--- src/rtl/ps2_pkg.sv ---
// Shared types, constants and parameter defaults for the PS/2 receive decoder.
package ps2_pkg;
  localparam int unsigned FILT_LEN_DEF    = 8;
  localparam int unsigned TIMEOUT_CYC_DEF = 100000;
  localparam int unsigned FIFO_DEPTH_DEF  = 4;

  localparam logic [7:0] PS2_EXT0 = 8'hE0;
  localparam logic [7:0] PS2_EXT1 = 8'hE1;
  localparam logic [7:0] PS2_BRK  = 8'hF0;

  // Keyboard status/ack bytes that carry no key information
  localparam int unsigned DISCARD_N = 6;
  localparam logic [DISCARD_N-1:0][7:0] DISCARD_CODES =
    {8'hAA, 8'hFA, 8'hFE, 8'hEE, 8'h00, 8'hFF};

  typedef enum logic [1:0] {ST_IDLE, ST_DATA, ST_PARITY, ST_STOP} ps2_state_e;

  typedef struct packed {
    logic [7:0] code;
    logic       brk;
    logic       ext;
  } ps2_evt_t;

  function automatic logic is_discard(input logic [7:0] b);
    logic hit;
    hit = 1'b0;
    for (int unsigned i = 0; i < DISCARD_N; i++) begin
      if (DISCARD_CODES[i] == b) hit = 1'b1;
    end
    return hit;
  endfunction
endpackage

--- src/rtl/ps2_line_filter.sv ---
// Two-flop synchronizer followed by a run-length filter; the output only
// follows the input after FILT_LEN consecutive equal synchronized samples.
module ps2_line_filter
  import ps2_pkg::*;
#(
  parameter int unsigned FILT_LEN = FILT_LEN_DEF
) (
  input  logic clk,
  input  logic reset,
  input  logic raw,
  output logic filt
);
  localparam int unsigned RW = (FILT_LEN > 1) ? $clog2(FILT_LEN) : 1;

  logic          sync1;
  logic          sync2;
  logic [RW-1:0] run;

  // Idle-high bus: everything parks at 1 while in reset
  always_ff @(posedge clk) begin
    if (reset) begin
      sync1 <= 1'b1;
      sync2 <= 1'b1;
      filt  <= 1'b1;
      run   <= '0;
    end else begin
      sync1 <= raw;
      sync2 <= sync1;
      if (sync2 == filt) begin
        run <= '0;
      end else if (run == RW'(FILT_LEN - 1)) begin
        filt <= sync2;
        run  <= '0;
      end else begin
        run <= run + RW'(1);
      end
    end
  end
endmodule

--- src/rtl/ps2_rx_decoder.sv ---
// PS/2 keyboard receiver: line filtering, frame FSM with parity/stop/timeout
// checks, E0/E1/F0 prefix decode and a first-word-fall-through event FIFO.
module ps2_rx_decoder
  import ps2_pkg::*;
#(
  parameter int unsigned FILT_LEN    = FILT_LEN_DEF,
  parameter int unsigned TIMEOUT_CYC = TIMEOUT_CYC_DEF,
  parameter int unsigned FIFO_DEPTH  = FIFO_DEPTH_DEF
) (
  input  logic       CLK50M,
  input  logic       RESET,
  input  logic       PS2_CLK,
  input  logic       PS2_DAT,
  input  logic       iEVT_READY,
  output logic       oEVT_VALID,
  output logic [7:0] oEVT_CODE,
  output logic       oEVT_BREAK,
  output logic       oEVT_EXT,
  output logic       oERR,
  output logic       oOVF
);
  localparam int unsigned TW = $clog2(TIMEOUT_CYC + 1);
  localparam int unsigned AW = $clog2(FIFO_DEPTH);
  localparam int unsigned CW = AW + 1;

  logic          clk_filt;
  logic          dat_filt;
  logic          clk_last;
  logic          sample_c;
  ps2_state_e    state;
  ps2_state_e    state_d;
  logic [7:0]    shift;
  logic [7:0]    shift_d;
  logic [2:0]    bit_cnt;
  logic [2:0]    bit_cnt_d;
  logic          parity;
  logic          parity_d;
  logic          byte_vld;
  logic          byte_vld_d;
  logic          err_d;
  logic          timeout_c;
  logic [TW-1:0] to_cnt;
  logic          ext;
  logic          ext_d;
  logic          brk;
  logic          brk_d;
  logic          push_c;
  ps2_evt_t      evt_c;

  ps2_line_filter #(.FILT_LEN(FILT_LEN)) u_clk_filt (
    .clk(CLK50M), .reset(RESET), .raw(PS2_CLK), .filt(clk_filt)
  );
  ps2_line_filter #(.FILT_LEN(FILT_LEN)) u_dat_filt (
    .clk(CLK50M), .reset(RESET), .raw(PS2_DAT), .filt(dat_filt)
  );

  assign sample_c = clk_last & ~clk_filt;

  always_ff @(posedge CLK50M) begin
    if (RESET) begin
      state    <= ST_IDLE;
      shift    <= '0;
      bit_cnt  <= '0;
      parity   <= 1'b0;
      byte_vld <= 1'b0;
      oERR     <= 1'b0;
      clk_last <= 1'b1;
      ext      <= 1'b0;
      brk      <= 1'b0;
    end else begin
      state    <= state_d;
      shift    <= shift_d;
      bit_cnt  <= bit_cnt_d;
      parity   <= parity_d;
      byte_vld <= byte_vld_d;
      oERR     <= err_d;
      clk_last <= clk_filt;
      ext      <= ext_d;
      brk      <= brk_d;
    end
  end

  // Mid-frame inactivity counter; held at 0 while idle, saturating otherwise
  always_ff @(posedge CLK50M) begin
    if (RESET || sample_c || state == ST_IDLE) begin
      to_cnt <= '0;
    end else if (to_cnt != TW'(TIMEOUT_CYC)) begin
      to_cnt <= to_cnt + TW'(1);
    end
  end

  always_comb begin
    state_d    = state;
    shift_d    = shift;
    bit_cnt_d  = bit_cnt;
    parity_d   = parity;
    byte_vld_d = 1'b0;
    err_d      = 1'b0;
    timeout_c  = (state != ST_IDLE) && !sample_c && (to_cnt >= TW'(TIMEOUT_CYC - 1));
    if (timeout_c) begin
      state_d = ST_IDLE;
      err_d   = 1'b1;
    end else if (sample_c) begin
      case (state)
        ST_IDLE: begin
          if (!dat_filt) begin
            state_d   = ST_DATA;
            bit_cnt_d = '0;
          end
        end
        ST_DATA: begin
          shift_d   = {dat_filt, shift[7:1]};
          bit_cnt_d = bit_cnt + 3'(1);
          if (bit_cnt == 3'd7) state_d = ST_PARITY;
        end
        ST_PARITY: begin
          parity_d = dat_filt;
          state_d  = ST_STOP;
        end
        ST_STOP: begin
          state_d = ST_IDLE;
          if (dat_filt && (^{parity, shift})) byte_vld_d = 1'b1;
          else                                err_d      = 1'b1;
        end
        default: state_d = ST_IDLE;
      endcase
    end
  end

  // Prefix bytes only set flags; a key byte emits one event and clears them
  always_comb begin
    ext_d      = ext;
    brk_d      = brk;
    push_c     = 1'b0;
    evt_c.code = shift;
    evt_c.brk  = brk;
    evt_c.ext  = ext;
    if (timeout_c) begin
      ext_d = 1'b0;
      brk_d = 1'b0;
    end else if (byte_vld) begin
      if (shift == PS2_EXT0 || shift == PS2_EXT1) begin
        ext_d = 1'b1;
      end else if (shift == PS2_BRK) begin
        brk_d = 1'b1;
      end else if (!(is_discard(shift) && !ext && !brk)) begin
        push_c = 1'b1;
        ext_d  = 1'b0;
        brk_d  = 1'b0;
      end
    end
  end

  ps2_evt_t      mem [FIFO_DEPTH];
  logic [AW-1:0] rd_ptr;
  logic [AW-1:0] wr_ptr;
  logic [AW-1:0] rd_next_c;
  logic [CW-1:0] count;
  logic [CW-1:0] count_next_c;
  logic          pop_c;
  logic          full_c;
  logic          wr_en_c;
  logic          ovf_c;
  ps2_evt_t      head_c;

  // Next head bypasses the write when the pushed entry becomes the head
  always_comb begin
    pop_c        = oEVT_VALID & iEVT_READY;
    full_c       = (count == CW'(FIFO_DEPTH));
    wr_en_c      = push_c & (~full_c | pop_c);
    ovf_c        = push_c & full_c & ~pop_c;
    rd_next_c    = rd_ptr + AW'(pop_c);
    count_next_c = count + CW'(wr_en_c) - CW'(pop_c);
    head_c       = (wr_en_c && wr_ptr == rd_next_c) ? evt_c : mem[rd_next_c];
  end

  always_ff @(posedge CLK50M) begin
    if (wr_en_c) mem[wr_ptr] <= evt_c;
  end

  always_ff @(posedge CLK50M) begin
    if (RESET) begin
      rd_ptr     <= '0;
      wr_ptr     <= '0;
      count      <= '0;
      oEVT_VALID <= 1'b0;
      oEVT_CODE  <= '0;
      oEVT_BREAK <= 1'b0;
      oEVT_EXT   <= 1'b0;
      oOVF       <= 1'b0;
    end else begin
      rd_ptr     <= rd_next_c;
      wr_ptr     <= wr_ptr + AW'(wr_en_c);
      count      <= count_next_c;
      oOVF       <= ovf_c;
      oEVT_VALID <= (count_next_c != '0);
      if (count_next_c != '0) {oEVT_CODE, oEVT_BREAK, oEVT_EXT} <= head_c;
      else                    {oEVT_CODE, oEVT_BREAK, oEVT_EXT} <= '0;
    end
  end
endmodule

--- config.mk ---
export PLATFORM = sky130hd
export DESIGN_NAME = ps2_rx_decoder
export DESIGN_NICKNAME = d
export VERILOG_FILES = /design/src/rtl/ps2_pkg.sv /design/src/rtl/ps2_line_filter.sv /design/src/rtl/ps2_rx_decoder.sv
export SDC_FILE = /design/constraint.sdc
export NUM_CORES = 1
export LEC_CHECK = 0
export ABC_AREA = 0
export CAP_MARGIN = 20
export CORE_ASPECT_RATIO = 1.75
export CORE_UTILIZATION = 39
export DETAILED_ROUTE_END_ITERATION = 12
export GPL_ROUTABILITY_DRIVEN = 0
export PLACE_DENSITY = 0.55
export SYNTH_ARGS = -nofsm -noshare
export SYNTH_HDL_FRONTEND = slang
export SYNTH_SLANG_ARGS = --single-unit
--- constraint.sdc ---
create_clock -name CLK50M -period 10.1 [get_ports CLK50M]
set_input_delay 1.515 -clock CLK50M [delete_from_list [all_inputs] [get_ports CLK50M]]
set_output_delay 1.515 -clock CLK50M [all_outputs]
set_load 0.02 [all_outputs]
==> impl_metrics.prom <==
# TYPE chip_impl_metric gauge
chip_impl_info{name="outcome",value="finished, violations left"} 1
chip_impl_info{name="violations",value="DRC"} 1
chip_impl_metric{name="synth.lib_cells_used.distinct",unit=""} 52
chip_impl_metric{name="max-cap-violations",unit=""} 0
chip_impl_metric{name="worst_slew_margin_rel",unit=""} 0.349
chip_impl_metric{name="drt_drc_violations_left",unit=""} 1
chip_impl_info{name="timing.rr.end",value="oEVT_CODE[5]$_SDFF_PP0_"} 1
chip_impl_metric{name="hold_buffer_count_at_cts",unit=""} 0
chip_impl_metric{name="final_period_minus_worst_setup_slack",unit="ns"} 4.33
chip_impl_metric{name="clk_latency",unit="ns"} 0.35
chip_impl_metric{name="mappedNetlistArea",unit="mm²"} 0.00467
chip_impl_metric{name="worstPathArrival",unit="ns"} 4.61
chip_impl_metric{name="worst-endpoint-required",unit="ns"} 10.38
chip_impl_metric{name="clock-sinks",unit=""} 107
chip_impl_metric{name="power.density_cell_area",unit="mW/mm²"} 193
chip_impl_metric{name="grt_use_total",unit=""} 0.145
chip_impl_info{name="worst_reg2reg_path_startpoint",value="to_cnt[11]$_SDFFE_PP0P_"} 1
chip_impl_metric{name="syn_inst",unit=""} 403
chip_impl_metric{name="setup_viol",unit=""} 0
chip_impl_info{name="tritoncts_clock_tree",value="built"} 1
chip_impl_metric{name="layoutNonFillerInstCount",unit=""} 560
chip_impl_metric{name="grt_pass1_vias",unit=""} 2896
chip_impl_info{name="post_synth_main_area_contributors",value="dfxtp_1, edfxtp_1, ha_1, mux4_2, nand2_1"} 1
chip_impl_metric{name="postLayoutCellArea",unit="mm²"} 0.00528
chip_impl_metric{name="antenna-diode-count",unit=""} 0
chip_impl_metric{name="power.static_leakage",unit="nW"} 1.85
chip_impl_metric{name="area_of_the_multi_input_gates",unit="mm²"} 0.00198
chip_impl_metric{name="finalHoldViolCount",unit=""} 0
chip_impl_metric{name="pin_count",unit=""} 18
chip_impl_info{name="critPathKind",value="in -> reg"} 1
chip_impl_metric{name="cts_resized",unit=""} 0
chip_impl_metric{name="cts_buffer_depth",unit=""} 2
chip_impl_metric{name="drt-total-wl",unit="µm"} 8350
chip_impl_metric{name="numCtsBuffers",unit=""} 9
chip_impl_metric{name="finish.net_count",unit=""} 455
chip_impl_info{name="top_reg_cell_synth",value="dfxtp_1"} 1
chip_impl_metric{name="regToRegSetupSlack",unit="ns"} 6.24
chip_impl_info{name="worst_hold_path_type",value="reg -> reg"} 1
chip_impl_metric{name="timing.clock.skew",unit="ns"} 0.00932
chip_impl_info{name="layout.cells.most_common",value="dfxtp_1"} 1
chip_impl_metric{name="synth.yosys.seq_area_share",unit=""} 0.544
chip_impl_metric{name="drtAntennaViolNets",unit=""} 0
chip_impl_info{name="start_kind",value="primary input"} 1
chip_impl_metric{name="yosysWarnings",unit=""} 0
chip_impl_metric{name="grt_pass1_wl",unit="µm"} 14000
chip_impl_metric{name="setup_tns",unit="ns"} 0
chip_impl_metric{name="drive_gt1_frac",unit=""} 0.113
chip_impl_metric{name="ff_latch_area",unit="mm²"} 0.00254
chip_impl_metric{name="row_count",unit=""} 52
chip_impl_metric{name="hpwlAfterDp",unit="µm"} 6020
chip_impl_metric{name="numPortBuffers",unit=""} 17
chip_impl_metric{name="routed-via-count",unit=""} 2889
chip_impl_metric{name="cts.htree.levels",unit=""} 3
chip_impl_info{name="hold_end",value="u_clk_filt.sync2$_SDFF_PP1_"} 1
chip_impl_metric{name="floorplan.initialDensity",unit=""} 0.401
chip_impl_metric{name="synth.net_count",unit=""} 438
chip_impl_metric{name="cts_setup_buffers",unit=""} 0
chip_impl_metric{name="first_pass_iters",unit=""} 10
chip_impl_metric{name="path_clk_slew",unit="ns"} 0.08
chip_impl_info{name="setup.worst_path.start",value="iEVT_READY"} 1
chip_impl_metric{name="timing.fmax",unit="MHz"} 231
chip_impl_metric{name="fin_hold_ws",unit="ns"} 0.419
chip_impl_metric{name="worst_case_reg_to_reg_path_depth",unit=""} 12
chip_impl_metric{name="die-area",unit="mm²"} 0.0124
chip_impl_metric{name="floorplan.die.width",unit="µm"} 84.7
chip_impl_info{name="mostFrequentLayoutCells",value="dfxtp_1, nand2_1, edfxtp_1"} 1
chip_impl_metric{name="wire_per_inst",unit="µm"} 14.9
chip_impl_metric{name="globalRoute.totalOverflow",unit=""} 0
chip_impl_metric{name="grt_start_max_net_pins",unit=""} 36
chip_impl_metric{name="detailed_place.area",unit="mm²"} 0.00497
chip_impl_metric{name="slew_at_the_pin_with_the_worst_max_slew_slack",unit="ns"} 0.971
chip_impl_metric{name="placed_cells",unit=""} 544
chip_impl_metric{name="synth-edff-count",unit=""} 40
chip_impl_info{name="critPathCaptureType",value="flop"} 1
chip_impl_metric{name="drt-vias-per-instance",unit=""} 5.16
chip_impl_metric{name="syn_avg_cell_area",unit="µm²"} 11.6
chip_impl_metric{name="detail_route.iter0.violations",unit=""} 123
chip_impl_metric{name="fillCellCount",unit=""} 1092
chip_impl_metric{name="initial_antenna_violation_count",unit=""} 0
chip_impl_metric{name="die_height",unit="µm"} 147
chip_impl_metric{name="vdd.ir_drop.worst",unit="mV"} 0.0800
chip_impl_metric{name="share_of_synthesized_flip_flops_with_an_asynchronous_set_or_reset",unit=""} 0
chip_impl_info{name="synth_top_area_cell",value="dfxtp_1"} 1
chip_impl_metric{name="share_of_the_synthesized_area_in_the_top_cell_type",unit=""} 0.287
chip_impl_metric{name="hold_depth",unit=""} 1
chip_impl_metric{name="total_power",unit="mW"} 1.02
chip_impl_metric{name="number_of_pins_exceeding_their_max_slew_limit_in_the_final_report",unit=""} 0
chip_impl_info{name="worstHoldStart",value="u_clk_filt.sync1$_SDFF_PP1_"} 1
chip_impl_metric{name="timing.final.crit_share",unit=""} 0.429
chip_impl_info{name="clock_tree.root_cell",value="clkbuf_16"} 1
chip_impl_metric{name="core_area",unit="mm²"} 0.0116
chip_impl_info{name="setup_repair_after_global_routing_missed_its_margin",value="no"} 1
chip_impl_metric{name="critPathMaxFanout",unit=""} 21
chip_impl_metric{name="ys_seq_elements",unit=""} 107
chip_impl_metric{name="area_growth",unit="%"} 13.1
==> state kept, by name, summed over array words and instances (netlist names), 2 cells and up <==
register and count:
oEVT_CODE 8, rd_ptr 2, bit_cnt 3, state 2
mem 40, u_clk_filt.run 3, to_cnt 17, wr_ptr 2
shift 8, count 3, u_dat_filt.run 3
==> critical path: stages <==
cell and delay, ns:
clkdlybuf4s50_1 0.39, and2_1 0.16, or4b_2 0.66, nand4_1 0.31, ha_1 0.19, inv_1 0.04
ha_1 0.18, fa_1 0.49, nor2_1 0.05, a21oi_1 0.13, buf_4 0.25, nand2_1 0.08
mux2i_1 0.14
==> Yosys cell counts (4+ instances only) <==
master	instances
dfxtp_1	67
nor2b_1	8
nand4_1	8
clkbuf_1	8
a21oi_1	16
inv_1	21
xor2_1	12
nor3_1	12
or2_2	6
ha_1	29
edfxtp_1	40
mux4_2	10
nor2_1	23
xnor2_1	10
and2_1	6
o21ai_0	4
nand3_1	17
nand2_1	48
nor4_1	5
mux2i_1	11
==> power by group <==
group	switching, mW	internal (mW)
Sequential	0.00922	0.469
Combinational	0.0905	0.0869
Clock	0.166	0.199
Total	0.266	0.756
==> worst max path at each step <==
stage / slack, ns / end / cells after the start
finish: 5.77 / oEVT_CODE[5]$_SDFF_PP0_ / 13
global route: 5.55 / oEVT_CODE[6]$_SDFF_PP0_ / 13
CTS: 5.76 / oEVT_CODE[3]$_SDFF_PP0_ / 13
detailed placement: 5.39 / oEVT_CODE[6]$_SDFF_PP0_ / 13
global placement: 5.48 / oEVT_CODE[7]$_SDFF_PP0_ / 13
floorplan: 5.55 / oEVT_CODE[1]$_SDFF_PP0_ / 12
==> cells by family (layout without fill, tap and decap cells) <==
kind of cell	count (synthesis)	count (layout)	synth area share
fa+ha+maj	30	30	0.0819
flops	107	107	0.544
buf+inv	36	58	0.0364
simple gates	151	151	0.167
xor+xnor	24	24	0.0509
mux	21	21	0.0718
compound gates	34	34	0.0479
==> per-stage QoR <==
stage / worst slack [ns] / util
CTS: 5.76 / 0.454
floorplan: 5.55 / -
finish: 5.77 / 0.454
detailed placement: 5.39 / 0.427
global route: 5.55 / 0.454
global placement: 5.48 / 0.427
==> area by class of cell <==
cell class,count,share of cell area
repair buffers,21,0.0379
multi-input cells,260,0.375
inverters,21,0.0149
clock buffers,9,0.0426
flip-flops and latches,107,0.481
clock inverters,7,0.0166
well taps,135,0.0320
==> per-layer routing <==
metal  global-route usage  vias to the layer above  share of wire
li1                     -                     1459              -
met1                0.153                     1393           0.41
met2                0.276                       26           0.55
met3               0.0326                       11          0.019
met4               0.0559                        0          0.020
met5                    0                        -              0
(Power assumes the default switching activity.)
